===== src/rtl/fifo_wr_arb.sv =====
// Round-robin burst arbiter feeding one FIFO write port; one cycle of arbitration latency.
// FULL stalls beats while holding the grant; a requester dropping REQ ends its burst early.
module fifo_wr_arb #(
  parameter int DATA_WIDTH = 8,
  parameter int N_REQ      = 4,
  parameter int BURST_LEN  = 4,
  parameter int ID_W       = $clog2(N_REQ)
) (
  input  logic                        W_CLK,
  input  logic                        W_RST,
  input  logic [N_REQ-1:0]            REQ,
  input  logic [N_REQ*DATA_WIDTH-1:0] REQ_DATA,
  output logic [N_REQ-1:0]            ACK,
  input  logic                        FULL,
  output logic                        W_INC,
  output logic [DATA_WIDTH-1:0]       WR_DATA,
  output logic [ID_W-1:0]             GNT_ID,
  output logic                        BUSY
);

  localparam int              CNT_W     = (BURST_LEN > 1) ? $clog2(BURST_LEN) : 1;
  localparam logic [ID_W:0]   N_REQ_X   = (ID_W+1)'(N_REQ);
  localparam logic [ID_W-1:0] LAST_ID   = ID_W'(N_REQ - 1);
  localparam logic [CNT_W-1:0] LAST_BEAT = CNT_W'(BURST_LEN - 1);

  typedef enum logic {IDLE, GRANT} state_t;

  state_t           state_q, state_d;
  logic [ID_W-1:0]  rr_ptr_q, rr_ptr_d;
  logic [ID_W-1:0]  gnt_id_q, gnt_id_d;
  logic [CNT_W-1:0] beat_cnt_q, beat_cnt_d;
  logic [ID_W-1:0]  sel_id;
  logic [ID_W:0]    scan;
  logic             req_gnt;
  logic             beat;

  // Scan offsets from high to low so the nearest requester above rr_ptr is the last writer.
  always_comb begin : rr_scan
    sel_id = rr_ptr_q;
    scan   = '0;
    for (int k = N_REQ - 1; k >= 0; k--) begin
      scan = {1'b0, rr_ptr_q} + (ID_W+1)'(k);
      if (scan >= N_REQ_X) scan = scan - N_REQ_X;
      if (REQ[scan[ID_W-1:0]]) sel_id = scan[ID_W-1:0];
    end
  end

  assign req_gnt = REQ[gnt_id_q];
  assign beat    = (state_q == GRANT) && req_gnt && !FULL;
  assign GNT_ID  = gnt_id_q;

  always_comb begin : outputs
    ACK           = '0;
    ACK[gnt_id_q] = beat;
    W_INC         = beat;
    BUSY          = (state_q == GRANT);
    WR_DATA       = '0;
    if (state_q == GRANT) WR_DATA = REQ_DATA[int'(gnt_id_q)*DATA_WIDTH +: DATA_WIDTH];
  end

  always_comb begin : next_state
    state_d    = state_q;
    rr_ptr_d   = rr_ptr_q;
    gnt_id_d   = gnt_id_q;
    beat_cnt_d = beat_cnt_q;
    case (state_q)
      IDLE: begin
        if (|REQ) begin
          gnt_id_d   = sel_id;
          beat_cnt_d = '0;
          state_d    = GRANT;
        end
      end
      GRANT: begin
        if (beat) beat_cnt_d = beat_cnt_q + 1'b1;
        // A withdrawal only counts once FULL is clear; a stalled grant is never released.
        if ((beat && beat_cnt_q == LAST_BEAT) || (!req_gnt && !FULL)) begin
          state_d  = IDLE;
          rr_ptr_d = (gnt_id_q == LAST_ID) ? '0 : gnt_id_q + 1'b1;
        end
      end
      default: state_d = IDLE;
    endcase
  end

  always_ff @(posedge W_CLK or negedge W_RST) begin
    if (!W_RST) begin
      state_q    <= IDLE;
      rr_ptr_q   <= '0;
      gnt_id_q   <= '0;
      beat_cnt_q <= '0;
    end else begin
      state_q    <= state_d;
      rr_ptr_q   <= rr_ptr_d;
      gnt_id_q   <= gnt_id_d;
      beat_cnt_q <= beat_cnt_d;
    end
  end

endmodule


===== config.mk =====
export PLATFORM = sky130hd
export DESIGN_NAME = fifo_wr_arb
export DESIGN_NICKNAME = d
export VERILOG_FILES = /design/src/rtl/fifo_wr_arb.sv
export SDC_FILE = /design/constraint.sdc
export NUM_CORES = 1
export LEC_CHECK = 0
export ABC_AREA = 1
export BUFFER_PORTS_ARGS = -buffer_cell sky130_fd_sc_hd__buf_2
export CORE_MARGIN = 5
export CORE_UTILIZATION = 43
export DETAILED_ROUTE_END_ITERATION = 10
export GPL_TIMING_DRIVEN = 0
export PLACE_DENSITY_LB_ADDON = 0.1
export SLEW_MARGIN = 40
export SYNTH_ARGS = -nofsm -noshare
export SYNTH_HDL_FRONTEND = slang
export SYNTH_SLANG_ARGS = --single-unit

===== constraint.sdc =====
create_clock -name W_CLK -period 2 [get_ports W_CLK]
set_clock_uncertainty 0.2 [all_clocks]
set_input_delay 0.4 -clock W_CLK [delete_from_list [all_inputs] [get_ports W_CLK]]
set_output_delay 0.4 -clock W_CLK [all_outputs]
set_load 0.02 [all_outputs]

==> results of run 1 <==
## power by group
group          switching, mW  internal [mW]
Clock                 0.0538         0.0730
Combinational           1.43           1.13
Sequential            0.0747          0.212
Total                   1.56           1.41
## state kept, by name, summed over array words and instances, names as in the netlist
register and count:
GNT_ID 2, beat_cnt_q 2, rr_ptr_q 2, BUSY 1
## worst max path at each step
stage	startpoint	endpoint	slack [ps]
6_report	GNT_ID[0]	WR_DATA[4]	-100
5_1_grt	GNT_ID[0]	WR_DATA[4]	-190
4_1_cts	GNT_ID[0]	WR_DATA[6]	-30
3_5_place_dp	GNT_ID[0]	ACK[0]	-110
3_3_place_gp	GNT_ID[0]	ACK[0]	-100
2_1_floorplan	GNT_ID[0]	ACK[2]	5
## through the flow
step           area [um2]  utilization, %  total power, mW
2_1_floorplan         972               -             1.56
3_3_place_gp         1280            59.5             1.95
3_5_place_dp         1280            59.5             2.00
6_report             1740            80.9             2.97
5_1_grt              1740            80.9             3.18
4_1_cts              1620            75.3             2.69
## logic make-up after synthesis
family | after synthesis
buffers and inverters | 25
and+or+nand+nor | 87
DFF | 7
AOI/OAI and AO/OA | 37
adders and majority gates | 5
## synth_stat cells (4+ instances only)
cell type	instances
a21oi_1	10
buf_6	4
dfrtp_1	7
ha_1	5
inv_1	14
inv_2	5
nand2_1	32
nand2_2	4
nand3_1	8
nor2_1	41
o21ai_0	7
o21ai_1	15
## layout by cell type, fill, tap and decap left out
master and count:
buf_2 41, nand2_1 32, nor2_1 19, o21ai_1 17, buf_4 17, inv_1 13
nor2_2 12, nor2_4 10, buf_6 10, a21oi_2 8, nand3_1 8, dfrtp_1 5
o21ai_2 5, inv_2 4, nand2_2 4, buf_8 3, ha_1 3, clkbuf_4 3
dfrtp_2 2, inv_4 2, a21oi_4 2, o21ai_4 2, buf_16 2, buf_12 1
clkinv_8 1, nand3_4 1, nand4_1 1, a22o_1 1, a31oi_1 1, a21oi_1 1
ha_2 1, ha_4 1, clkinv_2 1, dlygate4sd3_1 1
## worst max-delay path, delay by kind of cell (launching register included)
kind | cells | cell delay, ps
AO/OA/AOI/OAI | 2 | 180
AND/OR/NAND/NOR | 2 | 200
buffers and inverters | 3 | 450
flip-flops | 1 | 430
## timing repair
item,in CTS,in global routing
buffers inserted,11,2
endpoints found under the hold margin,7,0
gates cloned,2,0
pin swaps,12,9
setup endpoints to repair,13,13
gates resized for setup,58,30
hold buffers,1,0
## routing by layer
layer / wire (um) / track usage (%)
met1: 1520 / 26.7
met2: 2000 / 38.6
met3: 279 / 4.60
met4: 163 / 9.83
met5: 0 / 0
## final cells by class
type,instances,area [um2]
multi-input combinational,129,830
clock inverter,1,5.00
buffer,5,76.3
clock buffer,3,22.5
fill,146,410
inverter,20,92.6
tap,28,35.0
timing repair buffer,70,499
sequential,7,178
==> metrics.cfg, run 1 <==
[outcome]
status = finished, violations left
violations = setup timing

[timing]
final_hold_viol_count = 0
tightest_slew_ps = 305
hold_slack_ps = 292
grt_setup_unrepaired = yes
tns_ps = -710
period_minus_slack_ps = 2100
slew_headroom_pct = 79.6
timing.final.ws_setup_ps = -104
finalCritPeriodShare_pct = 105
slew_violations = 0
setup_violations = 13
fmax_ghz = 0.475

[die]
die-width_um = 56.7
die_area_um2 = 3210
fp-row-count = 17
start_util_pct = 43.6
fp.dieH_um = 56.7
ioPinCount = 55
core_um2 = 2150

[clocking]
clk_latency_ps = 250
cts_tree = yes
numCtsBuffers = 3
clockBufferDepth = 2
clock-sinks = 7
clkTransAtPathRegs_ps = 50
clock-root-buffer = clkbuf_4
htree_levels = 1

[synthesis]
ys_seq_area_share_pct = 18.7
synth_compound_area_share_pct = 22.3
yosys_warnings = 0
synthCells = 161
synth-simple-area-share_pct = 38.7
yosys-top-cells-area = dfrtp_1, nor2_1, nand2_1
synth_edf_count = 0
synth.distinct_cells = 21
syn_nets = 205
synth_mux_area_share_pct = 0
yosys.area_share.adder_pct = 6.68
synth_seq_cells = 7
syn_area_um2 = 937
synth_top_family_by_area = simple AND/OR/NAND/NOR gates
synth_top_area_share_pct = 18.7
synth_ff_type = dfrtp_1
synth_top_area_cell = dfrtp_1
syn_area_per_cell_um2 = 5.82
synth_xor_area_share_pct = 0
synthArstFlopShare_pct = 100

[layout]
drive_gt1_share_pct = 56.6
diodes = 0
area_delta_synth_final_pct = 85.4
finalNetCount = 280
fin_cells = 263

[setup_path]
reg2reg_from = GNT_ID[0]
path_cells = buf_12 > buf_4 > nor2_1 > nor2_1 > o21ai_1 > a21oi_2 > buf_6
worstSetupPathType = flop to output port
start_kind = flop
crit_top_cell = nor2_1
critPathCaptureType = output port
ff2ff_setup_slack_ps = 290
slowest_stage = dfrtp_2
critPathArrivalTime_ps = 1500
timing.rr.end = beat_cnt_q[1]
reg2reg_depth = 7
crit_required_ps = 1400
max_stage_delay_ps = 430
path_max_fanout = 7

[hold_path]
min_from = beat_cnt_q[0]
hold_class = flop to flop
holdPathEnd = beat_cnt_q[0]
min_delay_path_depth = 1

[place]
hpwlAfterDp_um = 2350
place_ws_ps = -112
dp_cells = 243
routabilityCongestion = 0.884
numPortBuffers = 54

[route]
wl_um = 3960
drtIter0Drc = 50
vias = 1390
drc = 0
vias_per_cell = 5.29
dr.pass1.iters = 4
wire_per_inst_um = 15.0
drtAntennaViolNets = 0

[global_route]
grt_overflow = 0
grt_max_degree = 12
grt_use_total_pct = 22.5
grt_antenna_before_repair = 0
grt_pass1_wl_um = 5830
grt_pass1_vias = 1351

[power_and_ir_drop]
powerDensity_nw_per_um2 = 1710
vdd.ir_drop.worst_mv = 1.20
p_leak_nw = 0.874

[job]
maxCapViolCount = 0

(Power assumes the default switching activity.)
==> run 2: changes to the inputs <==
--- a/config.mk
+++ b/config.mk
@@ -12,6 +12,7 @@
 export DETAILED_ROUTE_END_ITERATION = 10
 export GPL_TIMING_DRIVEN = 0
 export PLACE_DENSITY_LB_ADDON = 0.1
+export RECOVER_POWER = 100
 export SLEW_MARGIN = 40
 export SYNTH_ARGS = -nofsm -noshare
 export SYNTH_HDL_FRONTEND = slang
==> run 2 against run 1 <==
Against the previous run: the run still ends with setup timing left; clock power about the same; count of clock-buffer cells in the layout unchanged; setup slack worse by 1.3 ps; design area down 0.36%; via count up 0.14%; first-iteration DRC count down 2.0%; fmax about the same; non-clock buffer count unchanged; global-route usage unchanged; critical path type unchanged; largest cell class unchanged; largest power group unchanged.
==> metrics.cfg, run 2 (synthesis results as in run 1) <==
[place]
hpwlAfterDp_um = 2350  ; unchanged
numPortBuffers = 54  ; unchanged
routabilityCongestion = 0.884  ; unchanged

[die]
fp-row-count = 17  ; unchanged
die_area_um2 = 3210  ; unchanged
ioPinCount = 55  ; unchanged
die-width_um = 56.7  ; unchanged
fp.dieH_um = 56.7  ; unchanged
core_um2 = 2150  ; unchanged
start_util_pct = 43.6  ; unchanged

[route]
vias_per_cell = 5.29  ; +0.14%
drtIter0Drc = 49  ; -2.0%
wire_per_inst_um = 15.0  ; -0.51%
wl_um = 3940  ; -0.51%
vias = 1392  ; +0.14%
drc = 0  ; unchanged
drtAntennaViolNets = 0  ; unchanged
dr.pass1.iters = 4  ; unchanged

[global_route]
grt_max_degree = 12  ; unchanged
grt_antenna_before_repair = 0  ; unchanged
grt_pass1_wl_um = 5830  ; unchanged
grt_pass1_vias = 1351  ; unchanged
grt_overflow = 0  ; unchanged
grt_use_total_pct = 22.5  ; unchanged

[clocking]
numCtsBuffers = 3  ; unchanged
clkTransAtPathRegs_ps = 50  ; about the same
clockBufferDepth = 2  ; unchanged
clock-root-buffer = clkbuf_4
clk_latency_ps = 250  ; about the same
cts_tree = yes
htree_levels = 1  ; unchanged
clock-sinks = 7  ; unchanged

[layout]
finalNetCount = 280  ; unchanged
area_delta_synth_final_pct = 84.8
drive_gt1_share_pct = 55.3  ; -1.3 points
fill_cells = 149  ; +2.1%
diodes = 0  ; unchanged
final_cell_mix = buf_2, nand2_1, nor2_1
layout_commonest_cell = buf_2

[hold_path]
min_from = beat_cnt_q[0]
holdPathEnd = beat_cnt_q[0]
min_delay_path_depth = 1  ; unchanged
hold_class = flop to flop

[setup_path]
path_cells = buf_12 > buf_4 > nor2_1 > nor2_1 > o21ai_1 > a21oi_2 > buf_6
slowest_stage = dfrtp_2
critPathArrivalTime_ps = 1500  ; about the same
crit_top_cell = nor2_1
max_stage_delay_ps = 430  ; about the same
start_kind = flop
path_max_fanout = 7  ; unchanged
reg2reg_from = GNT_ID[0]
critPathCaptureType = output port
timing.rr.end = beat_cnt_q[1]
worstSetupPathType = flop to output port
reg2reg_depth = 7  ; unchanged
ff2ff_setup_slack_ps = 290  ; about the same
crit_required_ps = 1400  ; about the same

[power_and_ir_drop]
combPwrFrac_pct = 86.0  ; about the same
clockPowerShare_pct = 4.3  ; about the same
intPower_mw = 1.40  ; -0.72%
swShare_pct = 52.7  ; +0.17 points
vdd.ir_drop.worst_mv = 1.19  ; -0.41%
power_mw = 2.96  ; -0.37%
p_leak_nw = 0.866  ; -0.92%
powerDensity_nw_per_um2 = 1710  ; about the same
seqPwrFrac_pct = 9.7  ; about the same
switchingPower_mw = 1.56  ; about the same

[timing]
fmax_ghz = 0.475  ; about the same
tightest_slew_ps = 379  ; +73.9 ps
hold_slack_ps = 292  ; +0.114 ps
finalCritPeriodShare_pct = 105  ; about the same
timing.final.ws_setup_ps = -105  ; -1.27 ps
slew_headroom_pct = 74.7  ; -4.9 points
setup_violations = 13  ; unchanged
final_hold_viol_count = 0  ; unchanged
period_minus_slack_ps = 2100  ; +1.27 ps
grt_setup_unrepaired = yes
slew_violations = 0  ; unchanged

[outcome]
status = finished, violations left
violations = setup timing

[job]
maxCapViolCount = 0  ; unchanged

run 2: cell count changes in the layout (fill, tap and decap cells not counted):
cell	before	now
buf_4	17	16
buf_2	41	39
clkbuf_1	0	3
run 2: metal layers:
layer	part of all wire, %	GRT usage [%]
met1	38	26.7
met2	50	38.6
met3	7.5	4.60
met4	3.9	9.83
met5	0	0
run 2: worst max-delay path by stage:
| stage | startpoint | endpoint | slack (ps) | depth (start not counted) |
|---|---|---|---|---|
| floorplan | GNT_ID[0] | ACK[2] | 5 | 6 |
| global placement | GNT_ID[0] | ACK[0] | -100 | 7 |
| detailed placement | GNT_ID[0] | ACK[0] | -110 | 7 |
| CTS | GNT_ID[0] | WR_DATA[6] | -30 | 7 |
| global route | GNT_ID[0] | WR_DATA[4] | -190 | 7 |
| finish | GNT_ID[0] | WR_DATA[4] | -100 | 7 |
run 2: critical path: cells and delay by family (launching register included):
kind            cells  cell delay, ps
buf+inv             3             450
flops               1             430
compound gates      2             180
simple gates        2             200
run 2: metrics by stage:
stage / util (%) / worst slack (ps) / cells / setup TNS, ps / cell area [um2]
detailed placement: 59.5 / -112 / 243 / -568 / 1280
finish: 80.6 / -105 / 263 / -714 / 1730
CTS: 75.3 / -26.4 / 261 / -201 / 1620
global placement: 59.5 / -100 / 243 / -395 / 1280
global route: 80.6 / -187 / 263 / -1480 / 1730
floorplan: - / 5.24 / 161 / 0 / 972
run 2: power by group through the flow:
stage                     logic, mW  clock network (mW)  registers [mW]
after floorplan                1.25                   0           0.310
after global placement         1.66                   0           0.288
after detailed placement       1.70                   0           0.292
after CTS                      2.29               0.130           0.276
after global routing           2.73               0.149           0.295
final                          2.54               0.126           0.287
run 2: area by class of cell:
type	count	area [um2]	share of cell area [%]
tap	28	35.0	2.02
clock inverter	1	5.00	0.289
clock buffer	3	22.5	1.30
buffer	5	76.3	4.41
timing repair buffer	70	493	28.5
sequential	7	178	10.3
multi-input combinational	129	830	47.9
inverter	20	92.6	5.35
run 2: timing repair:
item / in CTS / in global routing
setup endpoints to repair: 13 / 13
buffers inserted: 11 / 2
gates resized for setup: 58 / 30
pin swaps: 12 / 9
cloned: 2 / 0
endpoints found under the hold margin: 7 / 0
hold buffers: 1 / 0
==> run 3: changes to the inputs <==
--- a/config.mk
+++ b/config.mk
@@ -7,8 +7,9 @@
 export LEC_CHECK = 0
 export ABC_AREA = 1
 export BUFFER_PORTS_ARGS = -buffer_cell sky130_fd_sc_hd__buf_2
+export CORE_ASPECT_RATIO = 1.5
 export CORE_MARGIN = 5
-export CORE_UTILIZATION = 43
+export CORE_UTILIZATION = 39
 export DETAILED_ROUTE_END_ITERATION = 10
 export GPL_TIMING_DRIVEN = 0
 export PLACE_DENSITY_LB_ADDON = 0.1
==> constraint.sdc (replaced) <==
create_clock -name W_CLK -period 1.7 [get_ports W_CLK]
set_clock_uncertainty 0.2 [all_clocks]
set_input_delay 0.34 -clock W_CLK [delete_from_list [all_inputs] [get_ports W_CLK]]
set_output_delay 0.34 -clock W_CLK [all_outputs]
set_load 0.02 [all_outputs]
==> run 3 against run 2 <==
Against the previous run: the run still ends with setup timing left; routed wire length is 17% lower; register-to-register slack worse by 300 ps; via count is 9.6% lower.
==> metrics.cfg, run 3 (synthesis results as in run 1) <==
[outcome]
status = finished, violations left
violations = setup timing

[timing]
final_hold_viol_count = 0  ; unchanged
slew_headroom_pct = 76.7  ; +1.9 points
timing.final.ws_setup_ps = -334  ; -229 ps
slew_violations = 0  ; unchanged
period_minus_slack_ps = 2030
finalCritPeriodShare_pct = 120
tightest_slew_ps = 350  ; -29.0 ps
grt_setup_unrepaired = yes
setup_violations = 14  ; +1
fmax_ghz = 0.492

[setup_path]
cp.depth = 7  ; unchanged
path_max_fanout = 6  ; -1
worstSetupPathType = flop to output port
slowest_stage = dfrtp_2
critPathArrivalTime_ps = 1490  ; about the same
reg2reg_depth = 7  ; unchanged
cp_top_family = buffers and inverters
start_kind = flop
crit_required_ps = 1160  ; -240 ps
path_cells = buf_8 > clkbuf_16 > nor2_2 > nor2_1 > o21ai_1 > a21oi_2 > buf_6
critPathCaptureType = output port
ff2ff_setup_slack_ps = -10  ; -300 ps
worst-path-buf-inv = 3  ; unchanged
max_stage_delay_ps = 450  ; +20 ps

[route]
drtAntennaViolNets = 0  ; unchanged
dr.pass1.iters = 4  ; unchanged
drtIter0Drc = 24  ; -51%
vias = 1259  ; -9.6%
wire_per_inst_um = 13.0  ; -13%
drc = 0  ; unchanged
vias_per_cell = 5.00  ; -5.6%
wl_um = 3280  ; -17%

[layout]
area_delta_synth_final_pct = 69.7
finalNetCount = 274  ; -2.1%
diodes = 0  ; unchanged
final_cell_mix = buf_2, nor2_1, nand2_1
fill_cells = 178  ; +19%
final_core_util_pct = 70.4  ; -10 points
fin_cells = 252  ; -4.2%
layout_commonest_cell = buf_2
drive_gt1_share_pct = 46.7  ; -8.6 points

[power_and_ir_drop]
powerDensity_nw_per_um2 = 1970  ; +15%
vdd.ir_drop.worst_mv = 0.913  ; -23%
power_mw = 3.13  ; +5.8%
p_leak_nw = 0.833  ; -3.8%

[clocking]
clkTransAtPathRegs_ps = 50  ; about the same
clock-root-buffer = clkbuf_4
clk_latency_ps = 240  ; about the same
clock-sinks = 7  ; unchanged
cts_tree = yes
clockBufferDepth = 2  ; unchanged
numCtsBuffers = 3  ; unchanged
htree_levels = 1  ; unchanged

[hold_path]
hold_class = flop to flop
min_delay_path_depth = 1  ; unchanged

[place]
routabilityCongestion = 0.796  ; -9.9%
dp_cells = 238  ; -2.1%
place_ws_ps = -188  ; -75.7 ps
hpwlAfterDp_um = 2390  ; +1.4%
numPortBuffers = 54  ; unchanged

[die]
fp.dieH_um = 70.0  ; +24%
die_area_um2 = 3500  ; +9.0%
fp-row-count = 21  ; +4
start_util_pct = 41.5  ; -2.1 points
core_um2 = 2260  ; +5.2%
die-width_um = 50.0  ; -12%
ioPinCount = 55  ; unchanged

[global_route]
grt_use_total_pct = 16.2  ; -6.3 points
grt_overflow = 0  ; unchanged
grt_antenna_before_repair = 0  ; unchanged
grt_max_degree = 12  ; unchanged
grt_pass1_wl_um = 4660  ; -20%
grt_pass1_vias = 1067  ; -21%

[job]
maxCapViolCount = 0  ; unchanged

run 3: cell types whose count changed in the layout (fill, tap and decap cells not counted), sizes merged:
| cell | previous run | this run |
|---|---|---|
| buf | 71 | 64 |
| clkbuf | 6 | 8 |
| clkinv | 2 | 0 |
| inv | 19 | 20 |
run 3: final timing paths:
check                                endpoint     startpoint
worst min register to register  beat_cnt_q[0]  beat_cnt_q[0]
worst max-delay path               WR_DATA[3]      GNT_ID[0]
worst max register to register  beat_cnt_q[1]      GNT_ID[0]
min in group asynchronous                BUSY          W_RST
max in group asynchronous           GNT_ID[0]          W_RST
worst min-delay path            beat_cnt_q[0]  beat_cnt_q[0]
run 3: power by group:
part | internal [mW] | switching [mW] | total (mW) | leakage (nW)
Clock | 0.0891 | 0.0538 | 0.143 | 0.0150
Combinational | 1.17 | 1.47 | 2.64 | 0.736
Sequential | 0.250 | 0.0935 | 0.343 | 0.0817
run 3: timing repair:
action	4_1_cts	5_1_grt
endpoints found under the setup margin	13	15
buffers inserted	2	4
gates cloned	0	3
endpoints found under the hold margin	7	0
resized for setup	22	24
hold buffers	1	0
pin swaps	1	7
run 3: layout make-up:
type                            count  area [um2]  area share (%)
Sequential cell                     7         178            11.2
Timing Repair Buffer               64         465            29.3
Tap cell                           23        28.8            1.81
Inverter                           20        87.6            5.51
Buffer                              5        67.6            4.25
Multi-Input combinational cell    129         737            46.3
Clock buffer                        4        26.3            1.65
run 3: metrics by stage:
| stage | instance area, um2 | hold WS (ps) | setup TNS [ps] |
|---|---|---|---|
| after floorplan | 995 | -156 | -567 |
| after global placement | 1290 | -25.1 | -1450 |
| after detailed placement | 1290 | -19.6 | -1620 |
| after CTS | 1420 | 257 | -3700 |
| after global routing | 1590 | 310 | -4740 |
| final | 1590 | 277 | -3760 |
run 3: layer usage:
metal	vias up	wire [um]	global-route usage (%)
met5	-	0	0
met3	2	228	4.68
met4	0	19	1.75
met2	43	1850	31.6
met1	559	1180	16.7
li1	655	-	-
run 3: worst reg2reg max path, delay by kind of cell (launching register included):
kind	cells	cell delay [ps]
DFF	1	450
buffers and inverters	3	390
and+or+nand+nor	2	230
AOI/OAI and AO/OA	2	340
